## config.mk

```make
export PLATFORM = sky130hd
export DESIGN_NAME = piso_serializer
export DESIGN_NICKNAME = d
export VERILOG_FILES = /design/src/rtl/piso_serializer_pkg.sv /design/src/rtl/piso_serializer_bit_counter.sv /design/src/rtl/piso_serializer.sv
export SDC_FILE = /design/constraint.sdc
export NUM_CORES = 1
export LEC_CHECK = 0
export BUFFER_PORTS_ARGS = -buffer_cell sky130_fd_sc_hd__buf_2
export CORE_AREA = 2 2 39 41
export CTS_BUF_LIST = sky130_fd_sc_hd__clkbuf_8
export CTS_CLUSTER_SIZE = 20
export DETAILED_ROUTE_END_ITERATION = 10
export DIE_AREA = 0 0 41 43
export GPL_TIMING_DRIVEN = 0
export PLACE_DENSITY = 0.65
export SYNTH_ARGS = -nofsm -noshare
export SYNTH_HDL_FRONTEND = slang
export SYNTH_HIERARCHICAL = 1
export SYNTH_SLANG_ARGS = --single-unit
```

## constraint.sdc

```tcl
create_clock -name clk -period 2.7 [get_ports clk]
set_input_delay 0.27 -clock clk [delete_from_list [all_inputs] [get_ports clk]]
set_output_delay 0.27 -clock clk [all_outputs]
set_load 0.005 [all_outputs]
```

## src/rtl/piso_serializer_pkg.sv

```systemverilog
// serializer_pkg: state encoding and idle line level shared by piso_serializer.
// PAR is always encoded so the state width does not change with PIPO_SERIAL_PARITY_EN.
package serializer_pkg;
    typedef enum logic [1:0] {IDLE, SHIFT, PAR} state_t;
    localparam logic IDLE_LEVEL = 1'b1;
endpackage

```

## src/rtl/piso_serializer_bit_counter.sv

```systemverilog
// bit_counter: clearable up-counter with a terminal flag when count equals LAST.
module bit_counter #(
    parameter int WIDTH = 3,
    parameter int LAST = 3
) (
    input  logic             clk,
    input  logic             rst,
    input  logic             clr,
    input  logic             inc,
    output logic [WIDTH-1:0] count,
    output logic             tc
);
    always_ff @(posedge clk or negedge rst)
        if (!rst) count <= '0;
        else if (clr) count <= '0;
        else if (inc) count <= count + 1'b1;
    assign tc = count == WIDTH'(LAST);
endmodule

```

## src/rtl/piso_serializer.sv

```systemverilog
// piso_serializer: valid/ready loaded, LSB-first parallel-to-serial transmitter.
// Define PIPO_SERIAL_PARITY_EN to append an even-parity bit after the data bits.
module piso_serializer
    import serializer_pkg::*;
#(
    parameter int N = 4
) (
    input  logic         clk,
    input  logic         rst,
    input  logic [N-1:0] d,
    input  logic         load_valid,
    output logic         load_ready,
    input  logic         en,
    output logic         sout,
    output logic         sbusy,
    output logic         done
);
    localparam int CW = $clog2(N) + 1;
    state_t state, state_n;
    logic [N-1:0] shreg;
    logic load, step, tc, done_n;
    bit_counter #(.WIDTH(CW), .LAST(N - 1)) u_cnt (
        .clk(clk), .rst(rst), .clr(load), .inc(step), .count(), .tc(tc)
    );
    assign load = (state == IDLE) && load_valid;
    assign step = (state == SHIFT) && en;
    assign load_ready = state == IDLE;
    assign sbusy = state != IDLE;
`ifdef PIPO_SERIAL_PARITY_EN
    logic par;
    always_ff @(posedge clk or negedge rst)
        if (!rst) par <= 1'b0;
        else if (load) par <= ^d;
    always_comb begin
        state_n = load ? SHIFT : (step && tc) ? PAR : (state == PAR && en) ? IDLE : state;
        done_n = (state == PAR) && en;
        sout = (state == SHIFT) ? shreg[0] : (state == PAR) ? par : IDLE_LEVEL;
    end
`else
    always_comb begin
        state_n = load ? SHIFT : ((step && tc) || state == PAR) ? IDLE : state;
        done_n = step && tc;
        sout = (state == SHIFT) ? shreg[0] : IDLE_LEVEL;
    end
`endif
    always_ff @(posedge clk or negedge rst)
        if (!rst) state <= IDLE;
        else state <= state_n;
    always_ff @(posedge clk or negedge rst)
        if (!rst) begin
            shreg <= '0;
            done <= 1'b0;
        end else begin
            done <= done_n;
            if (load) shreg <= d;
            else if (step) shreg <= shreg >> 1;
        end
endmodule

```

==> results.sh, run 1 <==
export IMPL_via_count=324
export IMPL_cts_sinks=9
export IMPL_path_buf_inv=0
export IMPL_grt_max_degree=11
export IMPL_wl_per_cell_um=11.5
export IMPL_synth_most_common_cell="mux2i_1"
export IMPL_place_area_um2=538
export IMPL_core_area_um2=1380
export IMPL_power_uw=543
export IMPL_drive_gt1_share_pct=29.6
export IMPL_outcome="completed"
export IMPL_die_y_um=43
export IMPL_clock_latency_ps=230
export IMPL_cap_violations=0
export IMPL_grt_pass1_vias=316
export IMPL_die_w_um=41
export IMPL_route_top_layer_used="met4"
export IMPL_cp_required_ps=2820
export IMPL_critPathLaunchType="register"
export IMPL_gp_congestion=0.651
export IMPL_vias_per_cell=4.63
export IMPL_async_flop_share_pct=100
export IMPL_whs_ps=260
export IMPL_hold_viol=0
export IMPL_wl_met3_um=39
export IMPL_cts_tree="done"
export IMPL_drc=0
export IMPL_synthesis_area_um2=473
export IMPL_synth_edff_count=0
export IMPL_setup_viol=0
export IMPL_min_path_cells=2
export IMPL_r2r_setup_slack_ps=1450
export IMPL_met2RoutedLength_um=419
export IMPL_path_delay_family="adder cells"
export IMPL_min_delay_start="en"
export IMPL_antenna_found_initial=0
export IMPL_numCtsBuffers=3
export IMPL_synth_nets=50
export IMPL_synth_top_cell_by_area="dfrtp_1"
export IMPL_synthFlopType="dfrtp_1"
export IMPL_hold_path_class="primary input to register"
export IMPL_finalNonFillerCells=70
export IMPL_reg2reg_depth=3
export IMPL_fp_dieArea_um2=1760
export IMPL_synth_top_area_share_pct=47.6
export IMPL_cts_htree_levels=1
export IMPL_path_common_cell="ha_1"
export IMPL_pin_count=12
export IMPL_leakage_nw=0.331
export IMPL_period_share_pct=46.2
export IMPL_cts_root_buf="clkbuf_8"
export IMPL_ir_worst_vdd_uv=336
export IMPL_path_clk_slew_ps=40
export IMPL_p_per_area_nw_per_um2=916
export IMPL_worstSetupPathType="register to register"
export IMPL_cpMaxStageDelayCell="dfrtp_1"
export IMPL_cp_arrival_ps=1370
export IMPL_n_fill_cell=150
export IMPL_fin_util_pct=42.9
export IMPL_yosys_warnings=6
export IMPL_syn_inst=40
export IMPL_synth_area_leaders="dfrtp_1, mux2i_1, ha_1, buf_6, nor2_1"
export IMPL_yosys_top_cells_count="mux2i_1, dfrtp_1, nor2_1"
export IMPL_crit_chain="ha_1 -> ha_1 -> a211oi_1"
export IMPL_grt_overflow_total=0
export IMPL_place_ws_ps=1440
export IMPL_dr_pass1_iters=3
export IMPL_grt_pass1_wl_um=1350
export IMPL_fmax_ghz=0.801
export IMPL_cts_setup_buffers=0
export IMPL_slew_viol_final=0
export IMPL_wl_met1_um=333
export IMPL_hold_path_end="shreg[3]"
export IMPL_diodes=0
export IMPL_crit_path_end_kind="register"
export IMPL_dpl_hpwl_um=622
export IMPL_grt_total_usage_pct=12.0
export IMPL_rows=14
export IMPL_place_port_buffers=9
export IMPL_start_util_pct=34.2
export IMPL_ys_types=15
export IMPL_tightest_slew_ps=232
export IMPL_max_slew_margin_pct=84.4
export IMPL_final_setup_tns_ps=0
export IMPL_fin_crit_ps=1250
export IMPL_rsz0062_at_grt="false"
export IMPL_fin_nets=65
export IMPL_synth_area_per_cell_um2=11.8
export IMPL_postRouteAntennaNets=0
export IMPL_crit_fanout=2
export IMPL_yosysSeqAreaShare_pct=47.6
export IMPL_dp_cells=65
export IMPL_design_area_um2=593
export IMPL_critPathMaxStageDelay_ps=390
export IMPL_finalClockSkew_ps=1.11
export IMPL_rr_endpoint="u_cnt/count[2]"
export IMPL_syn2layout_area_growth_pct=25.4
export IMPL_synth_seq_cells=9
export IMPL_layout_setup_ws_ps=1450
export IMPL_reg2reg_from="u_cnt/count[0]"
export IMPL_drt_wl_total_um=808
export IMPL_ctsLongestPathBuffers=2
export IMPL_drt_iter0_drc=4
## cells by family (layout without fill, tap and decap cells)
logic type                 after synthesis  after routing  share of synthesized area [%]
xor gates and xnor gates                 1              1                           1.85
buffers and inverters                    5             19                           7.94
AOI/OAI and AO/OA                        2              2                           2.91
adders and majority gates                2              2                           5.29
DFF                                      9              9                           47.6
muxes                                   11             11                           23.3
and+or+nand+nor                         10             10                           11.1
## worst max-delay path by stage
| stage | from | end | slack, ps | cells after the start |
|---|---|---|---|---|
| after floorplan | u_cnt/count[0] | u_cnt/count[2] | 1580 | 3 |
| after global placement | u_cnt/count[0] | u_cnt/count[2] | 1540 | 3 |
| after detailed placement | u_cnt/count[0] | u_cnt/count[2] | 1440 | 3 |
| after CTS | u_cnt/count[0] | u_cnt/count[2] | 1440 | 3 |
| after global routing | u_cnt/count[0] | u_cnt/count[2] | 1370 | 3 |
| final | u_cnt/count[0] | u_cnt/count[2] | 1450 | 3 |
## state kept, by name, summed over array words and instances, names as in the netlist
| signal | cells |
|---|---|
| done | 1 |
| shreg | 4 |
| u_cnt/count | 3 |
| state | 1 |
## final cells by class
type	instances	area, um^2	area share, %
sequential	9	225	38.0
multi-input combinational	26	210	35.4
timing repair buffer	10	55.1	9.28
clock buffer	3	41.3	6.96
buffer	3	30.0	5.06
tap	16	20.0	3.38
inverter	2	7.51	1.27
clock inverter	1	3.75	0.633
## where the power goes
group          switching (mW)  internal (mW)
clock network          0.0492         0.0987
logic                  0.0824         0.0931
registers              0.0337          0.186
## per-layer routing
layer | global-route usage [%] | vias to the layer above
met3 | 4.71 | 2
met1 | 11.8 | 151
met2 | 19.4 | 10
met4 | 8.00 | 0
met5 | 0 | -
li1 | - | 161
## layout by cell type (no fill, tap or decap)
master | netlist | final
a211oi_1 | 1 | 1
and2_1 | 1 | 1
and3_4 | 1 | 1
buf_2 | 0 | 9
buf_4 | 1 | 1
buf_6 | 2 | 2
clkbuf_8 | 0 | 3
dfrtp_1 | 9 | 9
dlygate4sd3_1 | 0 | 1
ha_1 | 2 | 2
inv_1 | 2 | 3
mux2i_1 | 11 | 11
nand2_1 | 1 | 1
nand2b_1 | 1 | 1
nor2_1 | 5 | 5
nor2b_1 | 1 | 1
o22ai_1 | 1 | 1
xnor2_1 | 1 | 1
## repair_timing
item | CTS | global route
hold endpoints to repair | 9 | 0
gates resized for setup | 0 | 0
hold buffers | 1 | 0
Power figures use the tool's default switching activity.
==> run 2, diff against run 1 <==
--- a/config.mk
+++ b/config.mk
@@ -5,6 +5,7 @@
 export SDC_FILE = /design/constraint.sdc
 export NUM_CORES = 1
 export LEC_CHECK = 0
+export ABC_AREA = 1
 export BUFFER_PORTS_ARGS = -buffer_cell sky130_fd_sc_hd__buf_2
 export CORE_AREA = 2 2 39 41
 export CTS_BUF_LIST = sky130_fd_sc_hd__clkbuf_8
==> constraint.sdc (replaced) <==
create_clock -name clk -period 1.2 [get_ports clk]
set_input_delay 0.12 -clock clk [delete_from_list [all_inputs] [get_ports clk]]
set_output_delay 0.12 -clock clk [all_outputs]
set_load 0.005 [all_outputs]
==> results.sh, run 2 <==
export IMPL_power_switching_uw=425
export IMPL_drt_wl_total_um=860
export IMPL_comb_power_share_pct=33.5
export IMPL_synth_area_leaders="dfrtp_1, nand2_1, inv_1, ha_1, nand3_1"
export IMPL_drive_gt1_share_pct=27.3
export IMPL_top_register="shreg"
export IMPL_hold_path_end="shreg[3]"
export IMPL_synth_top_area_share_pct=48.4
export IMPL_power_mw=1.25
export IMPL_crit_path_end_kind="primary output"
export IMPL_cp_required_ps=1080
export IMPL_critPathMaxStageDelay_ps=410
export IMPL_grt_pass1_vias=396
export IMPL_drt_iter0_drc=6
export IMPL_place_ws_ps=71.0
export IMPL_grt_pass1_wl_um=1480
export IMPL_r2r_setup_slack_ps=80
export IMPL_crit_path_start="state[0]"
export IMPL_max_slew_margin_pct=78.5
export IMPL_synth_area_per_cell_um2=7.63
export IMPL_n_fill_cell=147
export IMPL_cts_sinks=9
export IMPL_tightest_slew_ps=323
export IMPL_synth_top_cell_by_area="dfrtp_1"
export IMPL_hold_viol=0
export IMPL_cts_setup_buffers=0
export IMPL_gp_congestion=0.776
export IMPL_via_count=404
export IMPL_reg_top3="shreg (4), u_cnt/count (3)"
export IMPL_finalClockSkew_ps=2.06
export IMPL_pwr_share_seq_pct=39.7
export IMPL_ys_types=13
export IMPL_async_flop_share_pct=100
export IMPL_final_setup_tns_ps=0
export IMPL_largest_reg_flops=4
export IMPL_fin_crit_ps=1130
export IMPL_rr_endpoint="u_cnt/count[1]"
export IMPL_layout_commonest_cell="nand2_1"
export IMPL_cpMaxStageDelayCell="dfrtp_2"
export IMPL_pin_count=12
export IMPL_diodes=0
export IMPL_ctsLongestPathBuffers=2
export IMPL_crit_fanout=5
export IMPL_fmax_ghz=0.888
export IMPL_numCtsBuffers=3
export IMPL_layout_setup_ws_ps=73.6
export IMPL_place_port_buffers=11
export IMPL_vias_per_cell=4.34
export IMPL_place_area_um2=541
export IMPL_start_util_pct=33.6
export IMPL_ir_worst_vdd_uv=801
export IMPL_drc=0
export IMPL_p_int_uw=825
export IMPL_slew_viol_final=0
export IMPL_grt_total_usage_pct=13.5
export IMPL_setup_viol=0
export IMPL_hold_path_class="primary input to register"
export IMPL_pwr_share_clk_pct=26.8
export IMPL_met2RoutedLength_um=395
export IMPL_cap_violations=0
export IMPL_fp_dieArea_um2=1760
export IMPL_antenna_found_initial=0
export IMPL_min_path_cells=3
export IMPL_dr_pass1_iters=3
export IMPL_fin_nets=88
export IMPL_route_top_layer_used="met4"
export IMPL_design_area_um2=597
export IMPL_die_w_um=41
export IMPL_synthesis_area_um2=465
export IMPL_cts_tree="done"
export IMPL_clock_latency_ps=230
export IMPL_synth_seq_cells=9
export IMPL_core_area_um2=1380
export IMPL_wl_met3_um=48
export IMPL_wl_per_cell_um=9.25
export IMPL_reg2reg_depth=4
export IMPL_grt_max_degree=10
export IMPL_grt_overflow_total=0
export IMPL_synthFlopType="dfrtp_1"
export IMPL_p_per_area_nw_per_um2=2100
export IMPL_reg2reg_from="state[0]"
export IMPL_postRouteAntennaNets=0
export IMPL_leakage_nw=0.347
export IMPL_cts_htree_levels=1
export IMPL_yosys_top_cells_count="nand2_1, inv_1, dfrtp_1"
export IMPL_fin_util_pct=43.1
export IMPL_min_delay_start="d[3]"
export IMPL_worstSetupPathType="register to primary output"
export IMPL_syn_inst=61
export IMPL_cts_root_buf="clkbuf_8"
export IMPL_period_share_pct=93.9
export IMPL_wl_met1_um=382
export IMPL_cp_arrival_ps=1010
export IMPL_synth_edff_count=0
export IMPL_sw_frac_of_total_pct=34.0
export IMPL_rows=14
export IMPL_synth_most_common_cell="nand2_1"
export IMPL_crit_chain="inv_2 -> or2_1 -> buf_2"
export IMPL_critPathLaunchType="register"
export IMPL_path_clk_slew_ps=40
export IMPL_dpl_hpwl_um=660
export IMPL_die_y_um=43
export IMPL_synth_nets=71
export IMPL_yosys_warnings=6
export IMPL_syn2layout_area_growth_pct=28.2
export IMPL_outcome="completed"
export IMPL_rsz0062_at_grt="true"
export IMPL_mostFrequentLayoutCells="nand2_1, inv_1, buf_2"
export IMPL_yosysSeqAreaShare_pct=48.4
## run 2: cell type report
class / instances / area (um^2) / area share (%)
Clock buffer: 3 / 41.3 / 6.92
Clock inverter: 1 / 3.75 / 0.629
Inverter: 15 / 56.3 / 9.43
Multi-Input combinational cell: 37 / 184 / 30.8
Sequential cell: 9 / 226 / 37.9
Tap cell: 16 / 20.0 / 3.35
Timing Repair Buffer: 12 / 65.1 / 10.9
## run 2: cells by family (layout without fill, tap and decap cells)
logic type / Yosys count / in the layout / synth area share (%)
AO/OA/AOI/OAI: 4 / 4 / 4.57
adder cells (fa/ha/maj): 2 / 2 / 5.38
buffers and inverters: 15 / 31 / 12.1
flip-flops: 9 / 9 / 48.4
AND/OR/NAND/NOR: 31 / 31 / 29.6
## run 2: how the worst max path moves through the flow
| stage | endpoint | slack, ps | depth (start not counted) |
|---|---|---|---|
| floorplan | u_cnt/count[2] | 130 | 5 |
| finish | sout | 70 | 3 |
| global route | u_cnt/count[0] | -1 | 4 |
| CTS | sout | 20 | 3 |
| global placement | u_cnt/count[1] | 80 | 4 |
| detailed placement | u_cnt/count[1] | 70 | 4 |
## run 2: layer usage
layer	global-route usage (%)	vias up
li1	-	211
met4	14.0	0
met1	12.9	178
met2	20.0	13
met3	4.71	2
met5	0	-
## run 2: worst max-delay path, delay by kind of cell, from the launching register on
| family | cells | cell delay (ps) |
|---|---|---|
| simple gates | 1 | 200 |
| buf+inv | 2 | 170 |
| flops | 1 | 410 |
## run 2: power by group through the flow
stage | logic, mW | clock network (mW) | registers, mW
5_1_grt | 0.502 | 0.366 | 0.510
2_1_floorplan | 0.301 | 0 | 0.480
3_5_place_dp | 0.424 | 0 | 0.495
6_report | 0.419 | 0.336 | 0.496
4_1_cts | 0.427 | 0.345 | 0.491
3_3_place_gp | 0.403 | 0 | 0.488
## run 2: timing repair
item	CTS	global route
endpoints found under the setup margin	0	4
gates resized for setup	0	1
endpoints found under the hold margin	9	0
hold buffers	1	0
## run 2: metrics by stage
step                      cells  hold WS [ps]
after floorplan              61          -176
final                        93          98.5
after global placement       88         -16.5
after detailed placement     88         -17.7
after CTS                    93          96.3
after global routing         93           130
